## src/rtl/cpu_types_pkg.sv

```systemverilog
// cpu_types_pkg: shared CPU word, register index and decode/execute bundle types
package cpu_types_pkg;
  localparam int WORD_W = 32;
  localparam int REG_W = 5;
  typedef logic [WORD_W-1:0] word_t;
  typedef logic [REG_W-1:0] regbits_t;
  typedef enum logic [3:0] {
    ALU_SLL, ALU_SRL, ALU_ADD, ALU_SUB, ALU_AND,
    ALU_OR, ALU_XOR, ALU_NOR, ALU_SLT, ALU_SLTU
  } aluop_t;
  typedef struct packed {
    logic dREN;
    logic dWEN;
    logic regWr;
    logic [1:0] regSel;
    aluop_t ALUOp;
    logic ALUSrc;
    logic halt;
    logic uses_rt;
  } ctrl_t;
  typedef struct packed {
    word_t nPC;
    word_t rdat1;
    word_t rdat2;
    word_t imm;
    word_t lui;
    logic [4:0] shamt;
    regbits_t rs;
    regbits_t rt;
    regbits_t regDst;
  } data_t;
endpackage

```

## src/rtl/lu_hazard_unit.sv

```systemverilog
// lu_hazard_unit: flags a decode instruction that reads the destination of a load held in execute
module lu_hazard_unit #(
  parameter int REG_W = 5
) (
  input  logic             ex_valid,
  input  logic             ex_dren,
  input  logic [REG_W-1:0] ex_dst,
  input  logic             id_valid,
  input  logic             id_uses_rt,
  input  logic [REG_W-1:0] id_rs,
  input  logic [REG_W-1:0] id_rt,
  output logic             stall
);
  assign stall = ex_valid && ex_dren && ex_dst != '0 && id_valid &&
                 (ex_dst == id_rs || (id_uses_rt && ex_dst == id_rt));
endmodule

```

## src/rtl/decode_exec_latch.sv

```systemverilog
// decode_exec_latch: decode->execute pipeline register with load-use bubbles, flush and sticky halt
module decode_exec_latch
  import cpu_types_pkg::*;
#(
  parameter int DATA_W = WORD_W,
  parameter int REG_W = cpu_types_pkg::REG_W,
  parameter int CNT_W = 16
) (
  input  logic             CLK,
  input  logic             nRST,
  input  logic             in_valid,
  output logic             in_ready,
  input  ctrl_t            in_ctrl,
  input  data_t            in_data,
  input  logic             flush,
  input  logic             ex_ready,
  output logic             out_valid,
  output ctrl_t            out_ctrl,
  output data_t            out_data,
  output logic             lu_stall,
  output logic             halt_out,
  output logic [CNT_W-1:0] bubble_cnt
);
  logic xfer;
  if (DATA_W != WORD_W || REG_W != cpu_types_pkg::REG_W) begin : g_width_check
    $error("decode_exec_latch: DATA_W/REG_W must match cpu_types_pkg bundle widths");
  end
  lu_hazard_unit #(.REG_W(REG_W)) u_hazard (
    .ex_valid  (out_valid),
    .ex_dren   (out_ctrl.dREN),
    .ex_dst    (out_data.regDst),
    .id_valid  (in_valid),
    .id_uses_rt(in_ctrl.uses_rt),
    .id_rs     (in_data.rs),
    .id_rt     (in_data.rt),
    .stall     (lu_stall)
  );
  assign in_ready = (!out_valid || ex_ready) && !lu_stall && !flush && !halt_out;
  assign xfer = in_valid && in_ready;
  // latch update priority: flush, then transfer, then load-use bubble, then drain; otherwise hold
  always_ff @(posedge CLK or negedge nRST) begin
    if (!nRST) begin
      out_valid  <= 1'b0;
      out_ctrl   <= '0;
      out_data   <= '0;
      halt_out   <= 1'b0;
      bubble_cnt <= '0;
    end else if (flush) begin
      out_valid <= 1'b0;
      out_ctrl  <= '0;
    end else if (xfer) begin
      out_valid <= 1'b1;
      out_ctrl  <= in_ctrl;
      out_data  <= in_data;
      halt_out  <= in_ctrl.halt;
    end else if (lu_stall && ex_ready) begin
      out_valid     <= 1'b0;
      out_ctrl.dREN  <= 1'b0;
      out_ctrl.dWEN  <= 1'b0;
      out_ctrl.regWr <= 1'b0;
      out_ctrl.halt  <= 1'b0;
      bubble_cnt    <= (&bubble_cnt) ? bubble_cnt : bubble_cnt + 1'b1;
    end else if (ex_ready) begin
      out_valid <= 1'b0;
    end
  end
endmodule

```

## config.mk

```make
export PLATFORM = sky130hd
export DESIGN_NAME = decode_exec_latch
export DESIGN_NICKNAME = d
export VERILOG_FILES = /design/src/rtl/cpu_types_pkg.sv /design/src/rtl/lu_hazard_unit.sv /design/src/rtl/decode_exec_latch.sv
export SDC_FILE = /design/constraint.sdc
export NUM_CORES = 1
export LEC_CHECK = 0
export CORE_AREA = 2 2 159 161
export CTS_CLUSTER_SIZE = 28
export DETAILED_ROUTE_END_ITERATION = 16
export DIE_AREA = 0 0 161 163
export GPL_ROUTABILITY_DRIVEN = 0
export HOLD_SLACK_MARGIN = 0.1
export PLACE_DENSITY = 0.76
export SLEW_MARGIN = 20
export SYNTH_ARGS = -nofsm -noshare
export SYNTH_HDL_FRONTEND = slang
export SYNTH_SLANG_ARGS = --single-unit
```

## constraint.sdc

```tcl
create_clock -name CLK -period 2.2 [get_ports CLK]
set_input_delay 0.55 -clock CLK [delete_from_list [all_inputs] [get_ports CLK]]
set_output_delay 0.55 -clock CLK [all_outputs]
set_load 0.02 [all_outputs]
```

* After elaboration in Yosys (flattened, before gate mapping)
Cells that the tools add are included.
Storage, ports and cells: bits in latches 0, memory bits (writable) 0, ROM bits 0, memories kept 0, flip-flop bits (word level) 210, output and inout bits 212, input bits 197
Cells by class: equality and inequality tests 2, magnitude comparators 0, add/sub/neg operators 1, muxes and demuxes 11, divide/modulo/power cells 0, bitwise gates (word level) 3, reductions and logical operators 23, multipliers 0, shifts and indexed selects 0
Operators with widths (number):
- $add A16 B1 Y16 const B | 1
- $reduce_and A16 Y1 | 1
- $mux W12 | 1
- $eq A5 B5 Y1 | 2
- $logic_and A1 B1 Y1 | 10
- $mux W1 | 7
- $mux W7 | 1
- $mux W3 | 2
- $reduce_bool A5 Y1 | 1
- $logic_not A1 Y1 | 4
- $reduce_and A4 Y1 | 1
- $reduce_bool A4 Y1 | 1
- $not A1 Y1 | 3
- $reduce_bool A3 Y1 | 1
- $logic_or A1 B1 Y1 | 2
- $reduce_and A2 Y1 | 1
- $reduce_bool A2 Y1 | 1

* Depth between registers and ports, before layout
depth after elaboration 11, depth in mapped cells 8, mapped depth without buffers 7

* Hierarchy
A second synthesis with hierarchy kept.
Second synthesis, totals: cell total of the unflattened synthesis 906, area, all modules 8234.1 um^2
By module, submodules not included:
- decode_exec_latch | area an instance 8104.0 um^2, cells an instance 889, times used 1
- lu_hazard_unit | area an instance 130.1 um^2, cells an instance 17, times used 1

* Worst setup path before layout
No wires, ideal clock.
kind input-to-output, start point input port in_data[9] (netlist bit), end point output port in_ready, data arrival time 1.827 ns, path slack -0.177 ns, buffers on the path 0, stages 6, cell sequence xnor2_1 > nand4_1 > o22ai_2 > nand2_4 > inv_1 > nor4_1
Between the ends: word-level cells in the longest chain between the ends 8
RTL lines:
- start: declaration | line decode_exec_latch.sv:14 | input data_t in_data,
- $eq A5 B5 Y1 | line lu_hazard_unit.sv:15 | (ex_dst == id_rs || (id_uses_rt && ex_dst == id_rt));
- $logic_and A1 B1 Y1 | line lu_hazard_unit.sv:15
- $logic_or A1 B1 Y1 | line lu_hazard_unit.sv:15
- $logic_and A1 B1 Y1 | line lu_hazard_unit.sv:14 | assign stall = ex_valid && ex_dren && ex_dst != '0 && id_valid &&
- net lu_stall | line decode_exec_latch.sv:20 | output logic lu_stall,
- $logic_not A1 Y1 | line decode_exec_latch.sv:38 | assign in_ready = (!out_valid || ex_ready) && !lu_stall && !flush && !halt_out;
- $logic_and A1 B1 Y1 (3 in a row) | line decode_exec_latch.sv:38
- end: declaration | line decode_exec_latch.sv:12 | output logic in_ready,
The timed path passes the listed nets, and every way through them passes these cells.

* Final worst setup path
start point input port in_data[9] (netlist bit), end point output port in_ready
Between the ends: word-level cells in the longest chain between the ends 8
RTL lines (line):
- $eq A5 B5 Y1 | lu_hazard_unit.sv:15
- $logic_and A1 B1 Y1 | lu_hazard_unit.sv:15
- $logic_or A1 B1 Y1 | lu_hazard_unit.sv:15
- $logic_and A1 B1 Y1 | lu_hazard_unit.sv:14
- $logic_not A1 Y1 | decode_exec_latch.sv:38
- $logic_and A1 B1 Y1 (3 in a row) | decode_exec_latch.sv:38
Every way passes these cells.

==> impl_metrics.prom <==
# TYPE chip_impl_metric gauge
chip_impl_info{name="run_status",value="finished with violations"} 1
chip_impl_info{name="failed_checks",value="setup timing"} 1
chip_impl_metric{name="finalCriticalPeriod",unit="ps"} 2570
chip_impl_metric{name="power_per_cell_area",unit="nW/um2"} 1140
chip_impl_metric{name="synth.yosys.seq_area_share",unit="%"} 58.1
chip_impl_metric{name="final_routed_wirelength",unit="mm"} 27.9
chip_impl_metric{name="first_iter_violations",unit=""} 264
chip_impl_metric{name="worst_setup_hold_path_clk_slew",unit="ps"} 60
chip_impl_metric{name="vdd.ir_drop.worst",unit="V"} 0.000714
chip_impl_metric{name="report.power.total",unit="uW"} 17900
chip_impl_metric{name="clock_power_share",unit="%"} 22.5
chip_impl_metric{name="route.detailed.wl_per_inst",unit="um"} 20.3
chip_impl_metric{name="fin_worst_skew",unit="ps"} 10.7
chip_impl_metric{name="cp_data_required_time",unit="ps"} 1650
chip_impl_info{name="regToRegEndpoint",value="out_data[168]"} 1
chip_impl_metric{name="cellLeakagePower",unit="uW"} 0.00750
chip_impl_info{name="worstReg2RegStart",value="out_data[1]"} 1
chip_impl_metric{name="layout.nets",unit=""} 1225
chip_impl_metric{name="global_route.usage.total",unit="%"} 19.9
chip_impl_metric{name="power_frac_seq",unit="%"} 33.7
chip_impl_metric{name="avgSynthCellArea",unit="um2"} 17.3
chip_impl_metric{name="numCtsBuffers",unit=""} 24
chip_impl_info{name="worstHoldPathType",value="in2reg"} 1
chip_impl_metric{name="synth.distinct_cells",unit=""} 30
chip_impl_metric{name="regArea",unit="um2"} 5260
chip_impl_metric{name="timing.final.ws_setup",unit="ps"} -367
chip_impl_metric{name="globalRouteOverflowTotal",unit=""} 0
chip_impl_info{name="timing.hold.worst_endpoint",value="out_data[7]"} 1
chip_impl_metric{name="fmax",unit="GHz"} 0.390
chip_impl_metric{name="netSwitchingPower",unit="uW"} 5700
chip_impl_metric{name="cellInternalPower",unit="uW"} 12200
chip_impl_metric{name="yosysWarnings",unit=""} 0
chip_impl_metric{name="yosys_register_bits",unit=""} 210
chip_impl_metric{name="hold_depth",unit=""} 2
chip_impl_metric{name="reg_to_reg_slack_setup",unit="ps"} -270
chip_impl_info{name="cp-end-kind",value="output port"} 1
chip_impl_info{name="clock_tree_from_tritoncts",value="done"} 1
chip_impl_metric{name="grt_pass1_wl",unit="mm"} 40.4
chip_impl_metric{name="n_fill_cell",unit=""} 1807
chip_impl_metric{name="synth.net_count",unit=""} 722
chip_impl_metric{name="fp.dieArea",unit="um2"} 26200
chip_impl_metric{name="io_pins",unit=""} 409
chip_impl_metric{name="layout_worst_path_cycle_share",unit="%"} 117
chip_impl_metric{name="reg2reg_depth",unit=""} 12
chip_impl_metric{name="critical_path_peak_fanout",unit=""} 3
chip_impl_metric{name="flow.area_growth_from_synthesis",unit="%"} 72.7
chip_impl_info{name="clk_root_buffer_cell",value="sky130_fd_sc_hd__clkbuf_16"} 1
chip_impl_metric{name="slew_violations",unit=""} 0
chip_impl_metric{name="die_y",unit="um"} 163
chip_impl_metric{name="p_comb_share",unit="%"} 43.9
chip_impl_metric{name="row_count",unit=""} 58
chip_impl_metric{name="placed_area",unit="um2"} 13700
chip_impl_metric{name="multi_input_comb_area",unit="um2"} 3560
chip_impl_metric{name="slew_of_the_pin_with_the_lowest_slew_margin",unit="ps"} 486
chip_impl_metric{name="detail_routed_via_count_per_cell",unit=""} 4.61
chip_impl_metric{name="power.switching_fraction",unit="%"} 31.9
chip_impl_metric{name="post_route_cells_drive_above_1_share",unit="%"} 32.9
chip_impl_metric{name="die_span_x",unit="um"} 161
chip_impl_metric{name="grt_max_degree",unit=""} 56
chip_impl_metric{name="fin_tns_setup",unit="ps"} -37390
chip_impl_metric{name="io_buffer_count",unit=""} 408
chip_impl_metric{name="timing.hold.ws",unit="ps"} 445
chip_impl_metric{name="report.final.hold_viol_count",unit=""} 0
chip_impl_info{name="grt_setup_unrepaired",value="true"} 1
chip_impl_metric{name="core_area",unit="um2"} 24700
chip_impl_metric{name="num_vias",unit=""} 6352
chip_impl_metric{name="grt_antenna_before_repair",unit=""} 3
chip_impl_metric{name="drt_pass1_iterations",unit=""} 4
chip_impl_metric{name="start_util",unit="%"} 36.7
chip_impl_metric{name="clock_sinks",unit=""} 210
chip_impl_info{name="hold_start",value="in_data[7]"} 1
chip_impl_metric{name="cts-root-to-sink-buffers",unit=""} 3
chip_impl_metric{name="clk-insertion-delay-late",unit="ps"} 510
chip_impl_metric{name="post_detailed_route_count_of_antenna_violating_nets",unit=""} 0
chip_impl_metric{name="place.detailed.hpwl",unit="mm"} 18.4
chip_impl_metric{name="max-cap-violations",unit=""} 0
chip_impl_metric{name="post_layout_utilization_of_the_core",unit="%"} 63.3
chip_impl_info{name="timing.setup.critical_path_class",value="in2out"} 1
chip_impl_info{name="critical_path.startpoint_type",value="input port"} 1
chip_impl_metric{name="timing.max_slew.rel_slack",unit="%"} 67.6
chip_impl_metric{name="drt_drc_violations_left",unit=""} 0
chip_impl_metric{name="cp_data_arrival_time",unit="ps"} 2020
chip_impl_metric{name="cts.htree.levels",unit=""} 1
chip_impl_metric{name="report.final.setup_viol",unit=""} 191
chip_impl_metric{name="post_synth_instance_area",unit="um2"} 9040
chip_impl_metric{name="design_area",unit="um2"} 15600
chip_impl_metric{name="postSynthCellCount",unit=""} 524
chip_impl_metric{name="vias_in_the_first_global_route",unit=""} 6808
[layout make-up]
type / instances / share of cell area, %
repair buffers: 501 / 35.6
well taps: 330 / 2.64
clock inverters: 11 / 0.545
multi-input cells: 284 / 22.8
clock buffers: 33 / 4.58
inverters: 6 / 0.160
diodes: 2 / 0.0320
flip-flops and latches: 210 / 33.7
[layout by cell type (no fill, tap or decap), drive strengths merged]
master	count
a21boi	1
a21oi	1
a41o	4
and3	6
buf	87
bufinv	1
clkbuf	41
clkdlybuf4s50	390
clkinv	8
clkinvlp	2
dfrtp	210
diode	2
dlygate4sd2	10
dlygate4sd3	1
dlymetal6s2s	5
ha	1
inv	6
mux2	189
nand2	10
nand3	11
nand4	4
nor2	7
nor2b	10
nor3	7
nor4	3
nor4b	1
o21ai	1
o22ai	1
or2	1
or3	1
xnor2	16
xor2	9
[sequential cells by signal, summed over array words and instances, names as in the netlist]
name        count
bubble_cnt     16
halt_out        1
out_ctrl       12
out_data      180
out_valid       1
[metrics by stage]
stage / setup slack, ps / instances
5_1_grt: -446 / 1376
3_5_place_dp: -884 / 1284
6_report: -367 / 1377
3_3_place_gp: -840 / 1284
2_1_floorplan: 39.5 / 524
4_1_cts: -379 / 1358
[worst max-delay path, cell delays in order]
cell and delay [ps]:
sky130_fd_sc_hd__clkdlybuf4s50_1 500, sky130_fd_sc_hd__xnor2_1 130, sky130_fd_sc_hd__nand4_1 230, sky130_fd_sc_hd__o22ai_4 250
sky130_fd_sc_hd__nand2_4 80, sky130_fd_sc_hd__inv_4 70, sky130_fd_sc_hd__nor4_2 40, sky130_fd_sc_hd__buf_2 170
[layer usage]
layer / wire length, um / track usage (%) / part of all wire (%)
met3: 2010 / 5.30 / 7.2
met1: 10800 / 23.4 / 39
met5: 0 / 0 / 0
met4: 688 / 6.49 / 2.5
met2: 14400 / 35.3 / 52
[cell usage after synthesis]
master                     count  area, um2
sky130_fd_sc_hd__dfrtp_1     210       5260
sky130_fd_sc_hd__mux2_4      165       2480
sky130_fd_sc_hd__mux2_2       24        270
sky130_fd_sc_hd__xnor2_1      16        140
sky130_fd_sc_hd__buf_12       11        220
sky130_fd_sc_hd__nand3_1      11       55.1
sky130_fd_sc_hd__nor2b_1      10       62.6
sky130_fd_sc_hd__xor2_1        9       78.8
sky130_fd_sc_hd__nand2_1       8       30.0
sky130_fd_sc_hd__buf_8         7        105
sky130_fd_sc_hd__nor2_1        7       26.3
sky130_fd_sc_hd__nor3_1        7       35.0
sky130_fd_sc_hd__and3_1        6       37.5
sky130_fd_sc_hd__inv_1         6       22.5
sky130_fd_sc_hd__a41o_1        4       40.0
sky130_fd_sc_hd__nand4_1       4       25.0
sky130_fd_sc_hd__buf_4         3       22.5
sky130_fd_sc_hd__nor4_1        3       18.8
sky130_fd_sc_hd__nand2_4       2       22.5
sky130_fd_sc_hd__a21boi_1      1       7.51
sky130_fd_sc_hd__a21oi_1       1       5.00
sky130_fd_sc_hd__buf_1         1       3.75
sky130_fd_sc_hd__buf_2         1       5.00
sky130_fd_sc_hd__buf_6         1       11.3
sky130_fd_sc_hd__ha_1          1       12.5
sky130_fd_sc_hd__nor4b_4       1       23.8
sky130_fd_sc_hd__o21ai_0       1       5.00
sky130_fd_sc_hd__o22ai_2       1       12.5
sky130_fd_sc_hd__or2_2         1       6.26
sky130_fd_sc_hd__or3_1         1       6.26
[cell families (layout without fill, tap and decap cells)]
| family | Yosys count | count (layout) | share of synthesized area (%) |
|---|---|---|---|
| other | 0 | 2 | 0 |
| AND/OR/NAND/NOR | 61 | 61 | 3.86 |
| adder cells (fa/ha/maj) | 1 | 1 | 0.138 |
| XOR/XNOR | 25 | 25 | 2.42 |
| flip-flops | 210 | 210 | 58.1 |
| buffers and inverters | 30 | 551 | 4.32 |
| AO/OA/AOI/OAI | 8 | 8 | 0.775 |
| multiplexers | 189 | 189 | 30.4 |
[worst max path at each step]
stage / from / to / slack (ps)
floorplan: in_data[9] / in_ready / 40
global placement: in_data[6] / lu_stall / -840
detailed placement: in_data[5] / in_ready / -880
CTS: out_data[1] / in_ready / -380
global route: out_data[0] / in_ready / -450
finish: in_data[9] / in_ready / -370
[timing repair]
| item | 4_1_cts | 5_1_grt |
|---|---|---|
| gates cloned | 12 | 7 |
| resized for setup | 44 | 76 |
| hold endpoints to repair | 50 | 0 |
| pin swaps | 5 | 2 |
| setup buffers | 17 | 19 |
| hold buffers | 1 | 0 |
| endpoints found under the setup margin | 191 | 199 |
[power by group through the flow]
| stage | Combinational [uW] | Clock (uW) | Sequential, uW |
|---|---|---|---|
| after floorplan | 2160 | 0 | 7570 |
| after global placement | 7360 | 0 | 5960 |
| after detailed placement | 7430 | 0 | 6000 |
| after CTS | 7680 | 4110 | 5990 |
| after global routing | 8150 | 4310 | 6170 |
| final | 7840 | 4020 | 6020 |
Power figures use the tool's default switching activity.
